**config.mk**
```make
export PLATFORM = sky130hd
export DESIGN_NAME = fifo_wr_arbiter
export DESIGN_NICKNAME = d
export VERILOG_FILES = /design/src/rtl/fifo_wr_arbiter.sv
export SDC_FILE = /design/constraint.sdc
export NUM_CORES = 1
export LEC_CHECK = 0
export ABC_AREA = 1
export ABC_CLOCK_PERIOD_IN_PS = 4100
export CAP_MARGIN = 40
export CORE_MARGIN = 2
export CORE_UTILIZATION = 41
export DETAILED_ROUTE_END_ITERATION = 12
export GPL_ROUTABILITY_DRIVEN = 0
export GPL_TIMING_DRIVEN = 0
export PLACE_DENSITY = 0.93
export SETUP_SLACK_MARGIN = 0.02
export SLEW_MARGIN = 20
export SYNTH_ARGS = -nofsm -noshare
export SYNTH_HDL_FRONTEND = slang
export SYNTH_SLANG_ARGS = --single-unit
```
**constraint.sdc**
```tcl
create_clock -name clk -period 4.1 [get_ports clk]
set_input_delay 0.82 -clock clk [delete_from_list [all_inputs] [get_ports clk]]
set_output_delay 0.82 -clock clk [all_outputs]
set_load 0.01 [all_outputs]
```
**src/rtl/fifo_wr_arbiter.sv**
```systemverilog
// Round-robin arbiter giving four requesters turns on one shared FIFO write port.
// Define ARB_BURST_EN to let a single grant carry up to four writes.
module fifo_wr_arbiter #(
  parameter int unsigned DW = 8
) (
  input  logic          clk,
  input  logic          rst,
  input  logic [3:0]    req,
  input  logic [DW-1:0] din0,
  input  logic [DW-1:0] din1,
  input  logic [DW-1:0] din2,
  input  logic [DW-1:0] din3,
  input  logic          fifo_full,
  output logic [3:0]    gnt,
  output logic [3:0]    accept,
  output logic          fifo_wr_en,
  output logic [DW-1:0] fifo_din,
  output logic [1:0]    owner,
  output logic          busy
);

  typedef enum logic {IDLE = 1'b0, GRANT = 1'b1} state_e;

  state_e     state_q;
  logic [3:0] gnt_q;
  logic [1:0] owner_q;
  logic [1:0] ptr_q;
  logic       busy_q;

  logic [1:0] pick_c;
  logic       pick_vld_c;
  logic       wr_c;
  logic       end_grant_c;

  // Lowest offset from ptr with a pending request wins; scan high-to-low so it lands last.
  always_comb begin
    pick_c     = ptr_q;
    pick_vld_c = 1'b0;
    for (int k = 3; k >= 0; k--) begin
      if (req[ptr_q + 2'(k)]) begin
        pick_c     = ptr_q + 2'(k);
        pick_vld_c = 1'b1;
      end
    end
  end

  assign accept     = gnt_q & req & {4{~fifo_full}};
  assign wr_c       = |accept;
  assign fifo_wr_en = wr_c;

  always_comb begin
    fifo_din = '0;
    case (gnt_q)
      4'b0001: fifo_din = din0;
      4'b0010: fifo_din = din1;
      4'b0100: fifo_din = din2;
      4'b1000: fifo_din = din3;
      default: fifo_din = '0;
    endcase
  end

`ifdef ARB_BURST_EN
  logic [1:0] burst_q;

  // Grant closes on the fourth write or when the owner walks away without writing.
  assign end_grant_c = (wr_c && (burst_q == 2'd3)) || (!wr_c && !req[owner_q]);

  always_ff @(posedge clk) begin
    if (rst) begin
      burst_q <= 2'd0;
    end else if (state_q == GRANT) begin
      if (end_grant_c) begin
        burst_q <= 2'd0;
      end else if (wr_c) begin
        burst_q <= burst_q + 2'd1;
      end
    end else begin
      burst_q <= 2'd0;
    end
  end
`else
  // Single write per grant; a dropped request abandons the grant.
  assign end_grant_c = wr_c || !req[owner_q];
`endif

  always_ff @(posedge clk) begin
    if (rst) begin
      state_q <= IDLE;
      gnt_q   <= 4'b0000;
      owner_q <= 2'd0;
      ptr_q   <= 2'd0;
      busy_q  <= 1'b0;
    end else begin
      case (state_q)
        IDLE: begin
          if (pick_vld_c) begin
            state_q <= GRANT;
            gnt_q   <= 4'(4'b0001 << pick_c);
            owner_q <= pick_c;
            busy_q  <= 1'b1;
          end
        end
        GRANT: begin
          if (end_grant_c) begin
            state_q <= IDLE;
            gnt_q   <= 4'b0000;
            busy_q  <= 1'b0;
            ptr_q   <= owner_q + 2'd1;
          end
        end
        default: begin
          state_q <= IDLE;
          gnt_q   <= 4'b0000;
          busy_q  <= 1'b0;
        end
      endcase
    end
  end

  assign gnt   = gnt_q;
  assign owner = owner_q;
  assign busy  = busy_q;

endmodule

```
==> impl_metrics.csv, run 1 <==
group,metric,value,unit
layout,drive_gt1_share,10.6,%
clock_network,cts_root_buf,"clkbuf_4",
worst_setup_path,startpoint,"gnt[3]",
synthesis,syn_nets,205,
detailed_routing,num_vias,1390,
clock_network,clkTransAtPathRegs,70,ps
worst_setup_path,cpPeakStageDelay,590,ps
sta,worst-slew-pin-transition,550,ps
worst_setup_path,arrival,2400,ps
layout,fin_nets,268,
layout,ff_latch_area,200,um2
worst_setup_path,worstReg2RegStart,"ptr_q[0]",
global_route,grt_pass1_vias,1242,
worst_setup_path,cp-end-kind,"primary output",
synthesis,synthTopCellsByArea,"dfxtp_1 (20%), nand4_1 (16%), nand2_1 (11%)",
floorplan,core-area,2250,um2
global_route,grtUsageTotal,24.1,%
global_route,grt_start_max_net_pins,11,
power,pwr-share-comb,76.1,%
floorplan,rows,17,
detailed_routing,vias_per_cell,5.45,
synthesis,synth_most_common_cell,"nand2_1",
worst_hold_path,hold_start,"busy",
status,status,"finished, final reports clean",
global_route,grt_first_pass_wirelength,5150,um
synthesis,netlist_area,1000,um2
power,internal-power,0.000505,W
floorplan,floorplan.initialDensity,44.6,%
place,placement.setup.worst_slack,940,ps
clock_network,cts-resized-gates,0,
sta,rsz0062_at_grt,"no",
detailed_routing,drc,0,
sta,hold_viol,0,
detailed_routing,totalWireLength,3380,um
floorplan,io_pins,59,
worst_setup_path,worstPathMaxFanout,9,
synthesis,ys_ff_latch,10,
power,irDropWorstVdd,458,uV
place,port_buffers,58,
clock_network,hold_buffers,0,
sta,fin_tns_setup,0,ps
job,drv_cap,0,
power,clkPwrFrac,6.6,%
sta,min_period,3220,ps
clock_network,cts_max_path_buffers,2,
power,power_leakage,0.705,nW
global_route,overflow,0,
place,hpwlAfterDp,2710,um
synthesis,yosysUniqueCellTypes,24,
floorplan,die_area,2860,um2
clock_network,cts-htree-levels,1,
synthesis,ys_async_sr_fraction,0,%
layout,fill_cells,188,
floorplan,die_h,53.5,um
power,p_per_area,626,nW/um2
synthesis,yosys_warnings,0,
synthesis,synthCells,166,
sta,period_share,78.4,%
sta,worst_slack,885,ps
worst_setup_path,crit_chain,"nor2_1 > nand3_1 > o2111ai_1 > clkdlybuf4s50_1",
detailed_routing,dr.pass1.iters,4,
global_route,grt_antenna_before_repair,0,
power,swShare,50.9,%
worst_setup_path,crit_slowest_cell,"clkdlybuf4s50_1",
sta,skew,8.03,ps
synthesis,synthTopCellsByCount,"nand2_1 (30), nand4_1 (25), inv_1 (24), nand3_1 (16)",
clock_network,cts.sinks,10,
sta,setup_viol,0,
detailed_routing,wl_per_cell,13.3,um
layout,multi_input_area,664,um2
power,switchingPower,0.000523,W
worst_setup_path,worst-setup-path-type,"reg -> out",
clock_network,numCtsBuffers,3,
detailed_routing,antenna_left,0,
power,p_seq_share,17.3,%
layout,diodes,0,
clock_network,clock_latency,270,ps
synthesis,synth_top_cell_by_area,"dfxtp_1",
detailed_routing,drtIter0Drc,58,
sta,drv_slew,0,
clock_network,cts_tree,"done",
synthesis,synth_top_area_share,19.9,%
synthesis,avgSynthCellArea,6.05,um2
synthesis,synth-edff-count,0,
clock_network,post_cts_buffers,0,
synthesis,seq_area_frac_synth,19.9,%
layout,area.growth.synth_to_final,63.5,%
synthesis,synth_flop_cell,"dfxtp_1",
floorplan,fp.dieW,53.5,um
worst_setup_path,critPathLaunchType,"flip-flop",
sta,max_slew_margin,63.2,%
worst_setup_path,worstPathRequired,3280,ps
worst_hold_path,min_path_type,"reg -> reg",
sta,maxClockFrequency,311,MHz
-- path summary, 6_finish.rpt --
| check | endpoint | slack [ps] | cells past startpoint |
|---|---|---|---|
| hold / removal | busy | 490 | 2 |
| setup / recovery | fifo_din[3] | 880 | 4 |
| hold reg to reg | busy | 490 | 2 |
| setup reg to reg | gnt[0] | 2470 | 9 |
-- cells by family (layout without fill, tap and decap cells) --
kind of cell / Yosys count / in the layout / synth area share, %
xor+xnor: 1 / 1 / 0.872
compound gates: 23 / 23 / 16.2
buf+inv: 35 / 96 / 13.9
flops: 10 / 10 / 19.9
simple gates: 97 / 97 / 49.1
-- area by class of cell --
| cell class | instances | share of cell area, % |
|---|---|---|
| Tap cell | 28 | 2.13 |
| Inverter | 30 | 6.85 |
| Timing Repair Buffer | 58 | 35.3 |
| Sequential cell | 10 | 12.2 |
| Clock buffer | 3 | 1.37 |
| Buffer | 5 | 1.68 |
| Multi-Input combinational cell | 121 | 40.4 |
-- per-layer routing --
layer  vias to the layer above  global-route usage [%]  part of all wire (%)
met1                       599                    31.4                    41
li1                        707                       -                     -
met5                         -                       0                     0
met4                         0                    10.7                   2.1
met3                        10                    3.95                   7.9
met2                        74                    38.9                    49
-- through the flow --
step | power, W | std cells | util, % | cell area [um2] | hold slack [ps]
after floorplan | 0.000660 | 166 | - | 1000 | 512
after global placement | 0.000945 | 252 | 71.9 | 1620 | 470
after detailed placement | 0.000955 | 252 | 71.9 | 1620 | 479
after CTS | 0.00102 | 255 | 72.9 | 1640 | 491
after global routing | 0.00112 | 255 | 72.9 | 1640 | 553
final | 0.00103 | 255 | 72.9 | 1640 | 487
-- sequential cells by signal, indices dropped and copies added (netlist names) --
signal and count:
state_q 1, owner 2, ptr_q 2, gnt 4, busy 1
-- cells in the final DEF (no fill, tap or decap), types with 2 or more instances in the layout --
cell,instances
a21oi_1,6
nand4_1,25
o21ai_0,4
clkbuf_1,3
dfxtp_1,10
nor3_1,3
inv_1,24
nand2_1,30
o2111ai_1,8
nor2_1,10
nand2_2,9
o211ai_1,2
clkdlybuf4s50_1,58
clkbuf_4,3
nand3_1,16
inv_2,6
-- power groups by stage --
stage	registers (W)	clock network, W	logic (W)
after global routing	0.000184	0.0000724	0.000867
after CTS	0.000177	0.0000695	0.000778
after detailed placement	0.000179	0	0.000775
after floorplan	0.000185	0	0.000476
final	0.000178	0.0000681	0.000783
after global placement	0.000178	0	0.000766
-- worst max-delay path: cells and delay by family, from the launching register on --
| kind | cells | cell delay (ps) |
|---|---|---|
| flip-flops | 1 | 330 |
| buffers and inverters | 1 | 590 |
| AO/OA/AOI/OAI | 1 | 340 |
| AND/OR/NAND/NOR | 2 | 870 |
Power figures use the tool's default switching activity.
==> run 2, diff against run 1 <==
--- a/config.mk
+++ b/config.mk
@@ -6,14 +6,14 @@
 export NUM_CORES = 1
 export LEC_CHECK = 0
 export ABC_AREA = 1
-export ABC_CLOCK_PERIOD_IN_PS = 4100
+export ABC_CLOCK_PERIOD_IN_PS = 2600
 export CAP_MARGIN = 40
 export CORE_MARGIN = 2
-export CORE_UTILIZATION = 41
+export CORE_UTILIZATION = 34
 export DETAILED_ROUTE_END_ITERATION = 12
 export GPL_ROUTABILITY_DRIVEN = 0
 export GPL_TIMING_DRIVEN = 0
-export PLACE_DENSITY = 0.93
+export PLACE_DENSITY = 0.83
 export SETUP_SLACK_MARGIN = 0.02
 export SLEW_MARGIN = 20
 export SYNTH_ARGS = -nofsm -noshare
==> constraint.sdc (replaced) <==
create_clock -name clk -period 2.6 [get_ports clk]
set_input_delay 0.52 -clock clk [delete_from_list [all_inputs] [get_ports clk]]
set_output_delay 0.52 -clock clk [all_outputs]
set_load 0.01 [all_outputs]
==> impl_metrics.csv, run 2 (synthesis results as in run 1) <==
group,metric,value,unit
status,status,"finished, final reports clean",
layout,fin_nets,269,
layout,largest_reg_flops,4,
place,port_buffers,58,
global_route,grt_antenna_before_repair,0,
worst_setup_path,worstPathMaxFanout,10,
sta,skew,2.27,ps
layout,layout_common_cells,"clkdlybuf4s50_1 (55), nand2_1 (30), nand4_1 (25), inv_1 (23), nand3_1 (15)",
place,placement.setup.worst_slack,-51.3,ps
sta,maxClockFrequency,397,MHz
global_route,grt_first_pass_wirelength,5580,um
job,drv_cap,0,
place,dpl_cell_area,1620,um2
clock_network,cts_root_buf,"clkbuf_4",
power,totalPowerFinal,0.00174,W
layout,drive_gt1_share,15.7,%
detailed_routing,drtIter0Drc,54,
layout,diodes,0,
sta,worst_slack,81.3,ps
detailed_routing,num_vias,1366,
clock_network,clock_latency,280,ps
sta,max_slew_margin,81.2,%
floorplan,die_h,58.4,um
worst_setup_path,crit_chain,"clkbuf_2 > nor2_4 > buf_2 > nand4_1 > o2111ai_1 > clkdlybuf4s50_1",
clock_network,cts-htree-levels,1,
worst_setup_path,worst-setup-path-type,"reg -> out",
detailed_routing,antenna_left,0,
sta,worst-slew-pin-transition,279,ps
worst_setup_path,crit_slowest_cell,"clkdlybuf4s50_1",
sta,rsz0062_at_grt,"no",
sta,setup_viol,0,
layout,area.growth.synth_to_final,73.2,%
floorplan,die_area,3410,um2
clock_network,cts.sinks,10,
sta,fin_tns_setup,0,ps
detailed_routing,drc,0,
worst_setup_path,cp-end-kind,"primary output",
detailed_routing,dr.pass1.iters,4,
clock_network,numCtsBuffers,3,
clock_network,cts_tree,"done",
floorplan,core-area,2780,um2
worst_setup_path,arrival,2000,ps
floorplan,io_pins,59,
sta,period_share,96.9,%
worst_setup_path,critPathLaunchType,"flip-flop",
place,hpwlAfterDp,2830,um
floorplan,fp.dieW,58.4,um
sta,drv_slew,0,
detailed_routing,vias_per_cell,5.25,
global_route,overflow,0,
floorplan,rows,19,
power,power_leakage,0.779,nW
detailed_routing,wl_per_cell,13.7,um
clock_network,clkTransAtPathRegs,70,ps
power,irDropWorstVdd,655,uV
worst_setup_path,cpPeakStageDelay,580,ps
sta,hold_viol,0,
clock_network,cts_max_path_buffers,2,
global_route,grt_pass1_vias,1261,
worst_setup_path,worstPathRequired,2080,ps
global_route,grt_start_max_net_pins,11,
detailed_routing,totalWireLength,3560,um
power,p_per_area,1000,nW/um2
global_route,grtUsageTotal,20.9,%
clock_network,hold_buffers,0,
layout,final_cell_area,1740,um2
layout,final_common_cell,"clkdlybuf4s50_1",
floorplan,floorplan.initialDensity,36.1,%
worst_hold_path,min_path_type,"reg -> reg",
sta,min_period,2520,ps
## run 2: cell count changes in the layout (fill, tap and decap cells not counted), sizes merged
cell / change
buf: +1
clkbuf: +1
clkdlybuf4s50: -3
clkinvlp: +1
dlymetal6s2s: +3
inv: -1
## run 2: worst max-delay path, delay by kind of cell, from the launching register on
kind	cells	cell delay, ps
AO/OA/AOI/OAI	1	140
buffers and inverters	3	1010
flip-flops	1	320
AND/OR/NAND/NOR	2	240
## run 2: power by group
group          total (W)  switching [W]  internal, W
clock network   0.000147      0.0000619    0.0000853
logic            0.00130       0.000734     0.000569
registers       0.000291      0.0000772     0.000214
total            0.00174       0.000873     0.000868
## run 2: final timing paths
kind	start	to	slack (ps)	cells after the start
max	gnt[1]	fifo_din[3]	80	6
min reg2reg	busy	busy	490	2
min	busy	busy	490	2
max reg2reg	gnt[0]	gnt[0]	920	9
## run 2: what timing repair did
item	4_1_cts	5_1_grt
endpoints found under the setup margin	9	9
resized for setup	8	13
pin swaps	1	0
setup buffers	1	0
## run 2: layout make-up
type	instances	area, um2
Fill cell	258	1040
Clock buffer	4	36.3
Multi-Input combinational cell	121	719
Timing Repair Buffer	59	596
Sequential cell	10	200
Tap cell	31	38.8
Buffer	5	33.8
Inverter	30	116
## run 2: per-stage QoR
step / std cells / hold slack [ps] / util (%)
after floorplan: 166 / 512 / -
after global placement: 255 / 476 / 58.4
after detailed placement: 255 / 480 / 58.4
after CTS: 260 / 496 / 61.0
after global routing: 260 / 534 / 62.6
final: 260 / 491 / 62.6
## run 2: layer usage
layer / share of wire (%) / GRT usage, %
met3: 3.8 / 3.52
met4: 2.9 / 12.3
met2: 48 / 33.2
met5: 0 / 0
met1: 45 / 26.5
==> run 3, diff against run 2 <==
--- a/config.mk
+++ b/config.mk
@@ -14,6 +14,7 @@
 export GPL_ROUTABILITY_DRIVEN = 0
 export GPL_TIMING_DRIVEN = 0
 export PLACE_DENSITY = 0.83
+export RECOVER_POWER = 50
 export SETUP_SLACK_MARGIN = 0.02
 export SLEW_MARGIN = 20
 export SYNTH_ARGS = -nofsm -noshare
==> impl_metrics.csv, run 3 (synthesis results as in run 1) <==
group,metric,value,unit
global_route,overflow,0,
place,hpwlAfterDp,2830,um
place,port_buffers,58,
place,placement.setup.worst_slack,-51.3,ps
floorplan,core-area,2780,um2
sta,min_period,2520,ps
worst_setup_path,r2r_end,"gnt[0]",
detailed_routing,dr.pass1.iters,4,
worst_setup_path,arrival,2000,ps
detailed_routing,num_vias,1357,
status,status,"finished, final reports clean",
worst_setup_path,cp-end-kind,"primary output",
power,power_leakage,0.791,nW
power,p_seq_share,16.8,%
sta,period_share,96.8,%
power,pwr-share-comb,74.7,%
power,clkPwrFrac,8.5,%
detailed_routing,drc,0,
global_route,grtUsageTotal,20.9,%
clock_network,numCtsBuffers,3,
layout,final_common_cell,"clkdlybuf4s50_1",
floorplan,rows,19,
layout,utilization,62.6,%
worst_setup_path,worstReg2RegStart,"gnt[0]",
detailed_routing,wl_per_cell,13.7,um
worst_setup_path,reg2regPathDepth,9,
sta,setup_viol,0,
place,dpl_cell_area,1620,um2
sta,max_slew_margin,81.2,%
layout,largest_reg_flops,4,
clock_network,clkTransAtPathRegs,70,ps
detailed_routing,totalWireLength,3550,um
clock_network,cts_max_path_buffers,2,
sta,rsz0062_at_grt,"no",
global_route,grt_pass1_vias,1261,
floorplan,die_h,58.4,um
power,switchingPower,0.000872,W
detailed_routing,antenna_left,0,
floorplan,fp.dieW,58.4,um
global_route,grt_first_pass_wirelength,5580,um
job,drv_cap,0,
worst_setup_path,critPathBufInv,4,
layout,final_cell_area,1740,um2
global_route,grt_start_max_net_pins,11,
power,internal-power,0.000859,W
worst_setup_path,r2r_slack,920,ps
worst_setup_path,cpPeakStageDelay,520,ps
clock_network,cts.sinks,10,
power,p_per_area,994,nW/um2
power,irDropWorstVdd,648,uV
worst_setup_path,critPathLaunchType,"input port",
layout,drive_gt1_share,15.7,%
layout,fin_nets,269,
power,swShare,50.4,%
sta,drv_slew,0,
worst_hold_path,min_to,"busy",
sta,fin_tns_setup,0,ps
clock_network,clock_latency,280,ps
sta,maxClockFrequency,397,MHz
detailed_routing,drtIter0Drc,54,
worst_hold_path,hold_start,"busy",
layout,area.growth.synth_to_final,73.2,%
worst_setup_path,crit_slowest_cell,"clkdlybuf4s50_1",
layout,diodes,0,
sta,worst_slack,83.9,ps
floorplan,floorplan.initialDensity,36.1,%
sta,worst-slew-pin-transition,280,ps
worst_setup_path,worstPathMaxFanout,3,
detailed_routing,vias_per_cell,5.22,
worst_setup_path,worstPathRequired,2080,ps
sta,holdWs,486,ps
worst_setup_path,cpLargestDelayFamily,"buffers and inverters",
worst_setup_path,crit_chain,"clkdlybuf4s50_1 > inv_1 > nor3_2 > nor3_4 > inv_1 > clkdlybuf4s50_1",
floorplan,io_pins,59,
clock_network,cts-htree-levels,1,
sta,hold_viol,0,
layout,layout_common_cells,"clkdlybuf4s50_1 (51), nand2_1 (30), nand4_1 (25), inv_1 (23), nand3_1 (15)",
floorplan,die_area,3410,um2
worst_hold_path,min_path_type,"reg -> reg",
sta,skew,2.08,ps
clock_network,cts_tree,"done",
worst_hold_path,hold_path_depth,2,
worst_setup_path,worst-setup-path-type,"in -> out",
global_route,grt_antenna_before_repair,0,
clock_network,cts_root_buf,"clkbuf_4",
==> run 3: changes by cell type in the layout (fill, tap and decap cells not counted), sizes merged <==
cell	before	now
clkdlybuf4s50	55	51
dlygate4sd3	0	4
==> run 3: worst max-delay path by stage <==
stage | start | to | slack (ps) | depth (start not counted)
6_report | req[0] | fifo_wr_en | 80 | 6
3_3_place_gp | fifo_full | fifo_wr_en | -20 | 7
3_5_place_dp | gnt[3] | fifo_din[3] | -50 | 4
2_1_floorplan | gnt[1] | fifo_din[4] | 790 | 5
4_1_cts | req[0] | fifo_wr_en | 30 | 6
5_1_grt | req[0] | fifo_wr_en | 9 | 6
==> run 3: final cells by class <==
class / count / area, um2
timing repair buffer: 59 / 596
multi-input combinational: 121 / 719
inverter: 30 / 116
sequential: 10 / 200
buffer: 5 / 33.8
fill: 258 / 1040
tap: 31 / 38.8
clock buffer: 4 / 36.3
==> run 3: per-layer routing <==
| metal | GRT usage [%] | wire length, um | vias up |
|---|---|---|---|
| met5 | 0 | 0 | - |
| met4 | 12.3 | 103 | 0 |
| met3 | 3.52 | 122 | 10 |
| met2 | 33.2 | 1700 | 34 |
| met1 | 26.5 | 1620 | 600 |
| li1 | - | - | 713 |
==> run 3: power groups by stage <==
stage,Combinational [W],Sequential (W),Clock [W]
6_report,0.00129,0.000291,0.000147
2_1_floorplan,0.000750,0.000291,0
4_1_cts,0.00127,0.000288,0.000147
3_5_place_dp,0.00123,0.000284,0
3_3_place_gp,0.00121,0.000282,0
5_1_grt,0.00141,0.000301,0.000155
==> run 3: worst reg2reg max path, cell delays in order, from the launching register on <==
cell and delay, ps:
dfxtp_1 490, inv_2 170, nor3_2 300, nor3_4 80, nand3_1 80, nand2_1 160, nand2_1 110, nor2_1 40
nor2_1 100, nor2_1 40
==> run 3: what timing repair did <==
| action | in CTS | in global routing |
|---|---|---|
| hold buffers | 0 | 0 |
| pin swaps | 1 | 0 |
| setup endpoints to repair | 9 | 9 |
| buffers inserted | 1 | 0 |
| resized for setup | 8 | 13 |
==> run 3: per-stage QoR <==
stage,std cells,power (W)
2_1_floorplan,166,0.00104
3_3_place_gp,255,0.00150
3_5_place_dp,255,0.00151
4_1_cts,260,0.00170
5_1_grt,260,0.00187
6_report,260,0.00173
